`config.mk`:
```
export PLATFORM = sky130hd
export DESIGN_NAME = m68k_mem_bridge_flat
export DESIGN_NICKNAME = d
export VERILOG_FILES = /design/src/rtl/m68k_bus_pkg.sv /design/src/rtl/m68k_mem_bridge_if.sv /design/src/rtl/bus_sync.sv /design/src/rtl/m68k_mem_bridge.sv /design/src/flat_wrapper.sv
export SDC_FILE = /design/constraint.sdc
export NUM_CORES = 1
export LEC_CHECK = 0
export ABC_AREA = 1
export BUFFER_PORTS_ARGS = -buffer_cell sky130_fd_sc_hd__buf_2
export CORE_ASPECT_RATIO = 1.5
export CORE_MARGIN = 2
export CORE_UTILIZATION = 36
export DETAILED_ROUTE_END_ITERATION = 6
export GPL_TIMING_DRIVEN = 1
export PLACE_DENSITY_LB_ADDON = 0.05
export SLEW_MARGIN = 20
export SYNTH_ARGS = -nofsm -noshare
export SYNTH_HDL_FRONTEND = slang
export SYNTH_SLANG_ARGS = --single-unit
```
`constraint.sdc`:
```
create_clock -name clk -period 1.4 [get_ports clk]
set_input_delay 0.42 -clock clk [delete_from_list [all_inputs] [get_ports clk]]
set_output_delay 0.42 -clock clk [all_outputs]
set_load 0.05 [all_outputs]
```
`src/rtl/m68k_bus_pkg.sv`:
```
// rtl/m68k_bus_pkg.sv - shared types and constants for the 68000-to-memory bridge
package m68k_bus_pkg;

  typedef enum logic [1:0] {
    ST_IDLE,
    ST_REQ,
    ST_ACK,
    ST_ERR
  } bridge_state_t;

  localparam int DEFAULT_TIMEOUT_CYCLES = 64;
  localparam int WINDOW_ADDR_W          = 18;

endpackage

```
`src/rtl/m68k_mem_bridge_if.sv`:
```
// rtl/m68k_mem_bridge_if.sv - word-wide synchronous memory port between bridge and memory
interface m68k_mem_bridge_if;
  import m68k_bus_pkg::*;

  logic [WINDOW_ADDR_W-1:0] mem_addr;
  logic [15:0]              mem_data_write;
  logic [15:0]              mem_data_read;
  logic                     mem_uds;
  logic                     mem_lds;
  logic                     mem_rw;
  logic                     mem_ack;

  modport master (
    output mem_addr, mem_data_write, mem_uds, mem_lds, mem_rw,
    input  mem_data_read, mem_ack
  );

  modport slave (
    input  mem_addr, mem_data_write, mem_uds, mem_lds, mem_rw,
    output mem_data_read, mem_ack
  );

endinterface

```
`src/rtl/bus_sync.sv`:
```
// rtl/bus_sync.sv - two-flop synchronizer for an active-low CPU strobe, resets to idle (1)
module bus_sync (
  input  logic clk,
  input  logic reset_n,
  input  logic d,
  output logic q
);

  logic meta;

  always_ff @(posedge clk or negedge reset_n) begin
    if (!reset_n) begin
      meta <= 1'b1;
      q    <= 1'b1;
    end else begin
      meta <= d;
      q    <= meta;
    end
  end

endmodule

```
`src/rtl/m68k_mem_bridge.sv`:
```
// rtl/m68k_mem_bridge.sv - 68000 async bus to synchronous word memory bridge
// M68K_BUS_TIMEOUT_EN enables the mem_ack watchdog that raises BERR.
module m68k_mem_bridge
  import m68k_bus_pkg::*;
#(
  parameter logic [23:0] BASE_ADDR      = 24'h000000,
  parameter int          TIMEOUT_CYCLES = DEFAULT_TIMEOUT_CYCLES
) (
  input  logic        clk,
  input  logic        reset_n,
  input  logic [23:1] cpu_addr,
  input  logic        cpu_as_n,
  input  logic        cpu_uds_n,
  input  logic        cpu_lds_n,
  input  logic        cpu_rw,
  input  logic [15:0] cpu_data_in,
  output logic [15:0] cpu_data_out,
  output logic        cpu_data_oe,
  output logic        cpu_dtack_n,
  output logic        cpu_berr_n,
  m68k_mem_bridge_if.master mem
);

  logic as_s, uds_s, lds_s, rw_s;

  bus_sync u_sync_as  (.clk(clk), .reset_n(reset_n), .d(cpu_as_n),  .q(as_s));
  bus_sync u_sync_uds (.clk(clk), .reset_n(reset_n), .d(cpu_uds_n), .q(uds_s));
  bus_sync u_sync_lds (.clk(clk), .reset_n(reset_n), .d(cpu_lds_n), .q(lds_s));
  bus_sync u_sync_rw  (.clk(clk), .reset_n(reset_n), .d(cpu_rw),    .q(rw_s));

  bridge_state_t            state;
  logic [WINDOW_ADDR_W-1:0] addr_q;
  logic [15:0]              wdata_q;
  logic                     uds_q, lds_q, rw_q;
  logic                     in_window;

  assign in_window = (cpu_addr[23:18] == BASE_ADDR[23:18]);

`ifdef M68K_BUS_TIMEOUT_EN
  logic [7:0] cnt_q;
  logic       berr_q;
  assign cpu_berr_n = berr_q;
`else
  assign cpu_berr_n = 1'b1;
`endif

  always_ff @(posedge clk or negedge reset_n) begin
    if (!reset_n) begin
      state        <= ST_IDLE;
      addr_q       <= '0;
      wdata_q      <= '0;
      uds_q        <= 1'b0;
      lds_q        <= 1'b0;
      rw_q         <= 1'b1;
      cpu_data_out <= '0;
      cpu_data_oe  <= 1'b0;
      cpu_dtack_n  <= 1'b1;
`ifdef M68K_BUS_TIMEOUT_EN
      cnt_q        <= '0;
      berr_q       <= 1'b1;
`endif
    end else begin
      case (state)
        ST_IDLE: begin
          if (!as_s && (!uds_s || !lds_s) && in_window) begin
            addr_q  <= {1'b0, cpu_addr[17:1]};
            wdata_q <= cpu_data_in;
            rw_q    <= rw_s;
            uds_q   <= ~uds_s;
            lds_q   <= ~lds_s;
`ifdef M68K_BUS_TIMEOUT_EN
            cnt_q   <= '0;
`endif
            state   <= ST_REQ;
          end
        end
        ST_REQ: begin
          if (as_s) begin
            uds_q <= 1'b0;
            lds_q <= 1'b0;
            state <= ST_IDLE;
          end else if (mem.mem_ack) begin
            // Unselected lanes carry garbage from memory; zero them.
            if (rw_q)
              cpu_data_out <= {uds_q ? mem.mem_data_read[15:8] : 8'h00,
                               lds_q ? mem.mem_data_read[7:0]  : 8'h00};
            cpu_data_oe <= rw_q;
            cpu_dtack_n <= 1'b0;
            uds_q       <= 1'b0;
            lds_q       <= 1'b0;
            state       <= ST_ACK;
          end
`ifdef M68K_BUS_TIMEOUT_EN
          else if (cnt_q == 8'(TIMEOUT_CYCLES - 1)) begin
            berr_q <= 1'b0;
            uds_q  <= 1'b0;
            lds_q  <= 1'b0;
            state  <= ST_ERR;
          end else begin
            cnt_q <= cnt_q + 8'd1;
          end
`endif
        end
        ST_ACK: begin
          if (as_s) begin
            cpu_dtack_n <= 1'b1;
            cpu_data_oe <= 1'b0;
            state       <= ST_IDLE;
          end
        end
`ifdef M68K_BUS_TIMEOUT_EN
        ST_ERR: begin
          if (as_s) begin
            berr_q <= 1'b1;
            state  <= ST_IDLE;
          end
        end
`endif
        default: state <= ST_IDLE;
      endcase
    end
  end

  assign mem.mem_addr       = addr_q;
  assign mem.mem_data_write = wdata_q;
  assign mem.mem_uds        = uds_q;
  assign mem.mem_lds        = lds_q;
  assign mem.mem_rw         = rw_q;

endmodule

```
`src/flat_wrapper.sv`:
```
// flat-port wrapper written by rule: the top's interface ports become plain ports
module m68k_mem_bridge_flat import m68k_bus_pkg::*;
#(
  parameter logic [23:0] BASE_ADDR      = 24'h000000,
  parameter int          TIMEOUT_CYCLES = DEFAULT_TIMEOUT_CYCLES
)
  (clk, reset_n, cpu_addr, cpu_as_n, cpu_uds_n, cpu_lds_n, cpu_rw, cpu_data_in, cpu_data_out, cpu_data_oe, cpu_dtack_n, cpu_berr_n, mem_mem_addr, mem_mem_data_write, mem_mem_uds, mem_mem_lds, mem_mem_rw, mem_mem_data_read, mem_mem_ack);
  m68k_mem_bridge_if mem_i ();
  input  logic clk;
  input  logic reset_n;
  input  logic [23:1] cpu_addr;
  input  logic cpu_as_n;
  input  logic cpu_uds_n;
  input  logic cpu_lds_n;
  input  logic cpu_rw;
  input  logic [15:0] cpu_data_in;
  output logic [15:0] cpu_data_out;
  output logic cpu_data_oe;
  output logic cpu_dtack_n;
  output logic cpu_berr_n;
  output wire logic [$bits(mem_i.mem_addr)-1:0] mem_mem_addr;
  output wire logic [$bits(mem_i.mem_data_write)-1:0] mem_mem_data_write;
  output wire logic [$bits(mem_i.mem_uds)-1:0] mem_mem_uds;
  output wire logic [$bits(mem_i.mem_lds)-1:0] mem_mem_lds;
  output wire logic [$bits(mem_i.mem_rw)-1:0] mem_mem_rw;
  input wire logic [$bits(mem_i.mem_data_read)-1:0] mem_mem_data_read;
  input wire logic [$bits(mem_i.mem_ack)-1:0] mem_mem_ack;
  assign mem_mem_addr = mem_i.mem_addr;
  assign mem_mem_data_write = mem_i.mem_data_write;
  assign mem_mem_uds = mem_i.mem_uds;
  assign mem_mem_lds = mem_i.mem_lds;
  assign mem_mem_rw = mem_i.mem_rw;
  assign mem_i.mem_data_read = mem_mem_data_read;
  assign mem_i.mem_ack = mem_mem_ack;
  m68k_mem_bridge #(.BASE_ADDR(BASE_ADDR), .TIMEOUT_CYCLES(TIMEOUT_CYCLES)) u_core (.clk(clk), .reset_n(reset_n), .cpu_addr(cpu_addr), .cpu_as_n(cpu_as_n), .cpu_uds_n(cpu_uds_n), .cpu_lds_n(cpu_lds_n), .cpu_rw(cpu_rw), .cpu_data_in(cpu_data_in), .cpu_data_out(cpu_data_out), .cpu_data_oe(cpu_data_oe), .cpu_dtack_n(cpu_dtack_n), .cpu_berr_n(cpu_berr_n), .mem(mem_i));
endmodule
```
==> results.sh <==
export IMPL_synth_top_cells_by_area="dfrtp_1, nand2_1, dfstp_2, o21ai_1, inv_1"
export IMPL_layout_drive_gt1_share_pct=44.0
export IMPL_setup_slack_ps=-50.0
export IMPL_rr_startpoint="u_core.state[1]"
export IMPL_routed_wl_um=5420
export IMPL_fmax_ghz=0.690
export IMPL_clock_latency_ps=330
export IMPL_r2r_end="u_core.cpu_data_out[4]"
export IMPL_p_leak_uw=0.00199
export IMPL_synth_area_per_cell_um2=9.65
export IMPL_io_pins=118
export IMPL_irDropWorstVdd_mv=0.734
export IMPL_die_area_um2=7800
export IMPL_period_share_pct=104
export IMPL_yosysMostFrequentCell="nand2_1"
export IMPL_post_drt_via_cell_ratio=4.39
export IMPL_synth_flop_cell="dfrtp_1"
export IMPL_cts_buffers=9
export IMPL_gp_congestion=0.748
export IMPL_drtPass1Iterations=4
export IMPL_clk_pin_slew_ps=80
export IMPL_ff2ff_setup_slack_ps=110
export IMPL_first_iter_violations=133
export IMPL_multi_input_area_um2=716
export IMPL_overflow=0
export IMPL_cts_hold_buf=0
export IMPL_arrival_ps=1030
export IMPL_synth_top_area_cell="dfrtp_1"
export IMPL_coreArea_um2=6850
export IMPL_slowest_stage="dfstp_2"
export IMPL_fin_nets=450
export IMPL_critPathKind="flip-flop to primary output"
export IMPL_fillCellCount=693
export IMPL_clock_skew_ps=7.66
export IMPL_grt_pass1_wl_um=8690
export IMPL_synthToLayoutAreaGrowth_pct=41.4
export IMPL_post_dp_hpwl_um=3730
export IMPL_hold_path_class="input pin to asynchronous set/reset pin"
export IMPL_slew_violations=0
export IMPL_die_h_um=107
export IMPL_antenna_found_initial=0
export IMPL_cp_start_kind="flip-flop"
export IMPL_worstPathRequired_ps=980
export IMPL_start_util_pct=37.3
export IMPL_netlist_area_um2=2560
export IMPL_regArea_um2=1610
export IMPL_synth_seq_cells=64
export IMPL_status="complete, but fails checks"
export IMPL_cts_tree="done"
export IMPL_utilization_pct=52.7
export IMPL_vias=2067
export IMPL_cts_sinks=64
export IMPL_worst_path_buf_inv=1
export IMPL_clock_path_buffers=2
export IMPL_grt_max_degree=65
export IMPL_setup_tns_ps=-88.4
export IMPL_synth_nets=327
export IMPL_first_global_vias=1954
export IMPL_powerDensity_nw_per_um2=1270
export IMPL_n_antenna_cell=0
export IMPL_seq_area_frac_synth_pct=63.1
export IMPL_min_period_ps=1450
export IMPL_grt_use_total_pct=14.4
export IMPL_async_flop_share_pct=100
export IMPL_path_max_fanout=2
export IMPL_synth_top_area_share_pct=52.9
export IMPL_synthCells=265
export IMPL_finalSetupViolCount=2
export IMPL_critPathTopFamily="flip-flops"
export IMPL_path_cells="buf_8"
export IMPL_synth_commonest_cells="nand2_1, dfrtp_1, inv_1"
export IMPL_rsz0062_at_grt="true"
export IMPL_hold_violations=0
export IMPL_crit_path_end_kind="primary output"
export IMPL_synth_cell_types=23
export IMPL_yosysWarnings=0
export IMPL_drc=0
export IMPL_cts_root_buf="clkbuf_8"
export IMPL_r2r_cells=9
export IMPL_chipWidth_um=72.8
export IMPL_ctsHtreeMaxLevel=3
export IMPL_wl_per_cell_um=11.5
export IMPL_final_antenna_net_count=0
export IMPL_cp_slowest_stage_delay_ps=550
export IMPL_violations="negative setup slack"
export IMPL_maxCapViolCount=0
export IMPL_synth_edff_count=0
export IMPL_num_rows=37
export IMPL_io_buffers=115
## state kept, by name, summed over array words and instances, names as in the netlist, 2 cells and up
| name | cells |
|---|---|
| u_core.cpu_data_out | 16 |
| u_core.mem.mem_addr | 17 |
| u_core.mem.mem_data_write | 16 |
| u_core.state | 2 |
## what timing repair did
| action | CTS | global route |
|---|---|---|
| buffers inserted | 1 | 0 |
| pin swaps | 0 | 1 |
| resized for setup | 13 | 37 |
| endpoints found under the setup margin | 9 | 51 |
| cloned | 0 | 1 |
## layout make-up
| class | instances | area share [%] |
|---|---|---|
| multi-input cells | 148 | 19.8 |
| well taps | 78 | 2.70 |
| repair buffers | 126 | 23.3 |
| clock inverters | 7 | 2.01 |
| clock buffers | 9 | 3.43 |
| flip-flops and latches | 64 | 44.7 |
| inverters | 39 | 4.05 |
## placed cells by master (no fill, tap or decap), drive strengths merged
cell type	Yosys	final
nand3	3	3
o21ai	54	54
clkinv	0	4
clkbuf	1	41
nand2	80	80
or2	1	1
a21oi	2	2
clkinvlp	0	2
nor2	5	5
inv	39	39
nor3	1	1
conb	2	2
dfstp	10	10
buf	13	94
dfrtp	54	54
bufinv	0	1
## metal layers
metal | vias up | global-route usage (%) | part of all wire, %
li1 | 1051 | - | -
met1 | 934 | 17.5 | 42
met2 | 74 | 23.1 | 50
met3 | 8 | 3.76 | 6.3
met4 | 0 | 7.94 | 1.8
met5 | - | 0 | 0
## where the power goes
part,internal [uW],leakage [uW],switching (uW)
clock network,820,0.0000952,730
registers,1990,0.000842,75.3
logic,300,0.00106,677
## worst register-to-register path: stages (launching register included)
cell and delay [ps]:
dfrtp_1 390, inv_1 80, nand2_2 80, nor2_4 120, nand2_2 70, inv_2 80, nand2_4 70, buf_12 160
nand2_1 80, o21ai_2 50
## per-stage QoR
| step | cell area, um^2 | hold slack (ps) | total power (uW) | instances | setup WS (ps) |
|---|---|---|---|---|---|
| floorplan | 2560 | 124 | 2700 | 265 | 149 |
| global placement | 3250 | 346 | 3010 | 453 | -84.0 |
| detailed placement | 3250 | 347 | 3020 | 453 | -112 |
| CTS | 3490 | 91.2 | 4630 | 470 | -74.2 |
| global route | 3610 | 111 | 4840 | 471 | -90.0 |
| finish | 3610 | 77.7 | 4600 | 471 | -50.0 |
## worst max-delay path by stage
stage                                              end               start  slack, ps  cells after the start
after CTS                                  cpu_dtack_n  u_core.cpu_dtack_n        -70                      1
after floorplan                     u_core.mem.mem_uds        cpu_addr[20]        150                      7
after global placement    u_core.mem.mem_data_write[1]        cpu_addr[20]        -80                      6
after detailed placement  u_core.mem.mem_data_write[3]        cpu_addr[20]       -110                      6
after global routing                       cpu_dtack_n  u_core.cpu_dtack_n        -90                      1
final                                      cpu_dtack_n  u_core.cpu_dtack_n        -50                      1
## cells by family (layout without fill, tap and decap cells)
group / after synthesis / count (layout) / share of synthesized area [%]
buffers and inverters: 53 / 181 / 9.54
AOI/OAI and AO/OA: 56 / 56 / 12.7
and+or+nand+nor: 90 / 90 / 14.3
DFF: 64 / 64 / 63.1
other: 2 / 2 / 0.294
Power figures use the tool's default switching activity.
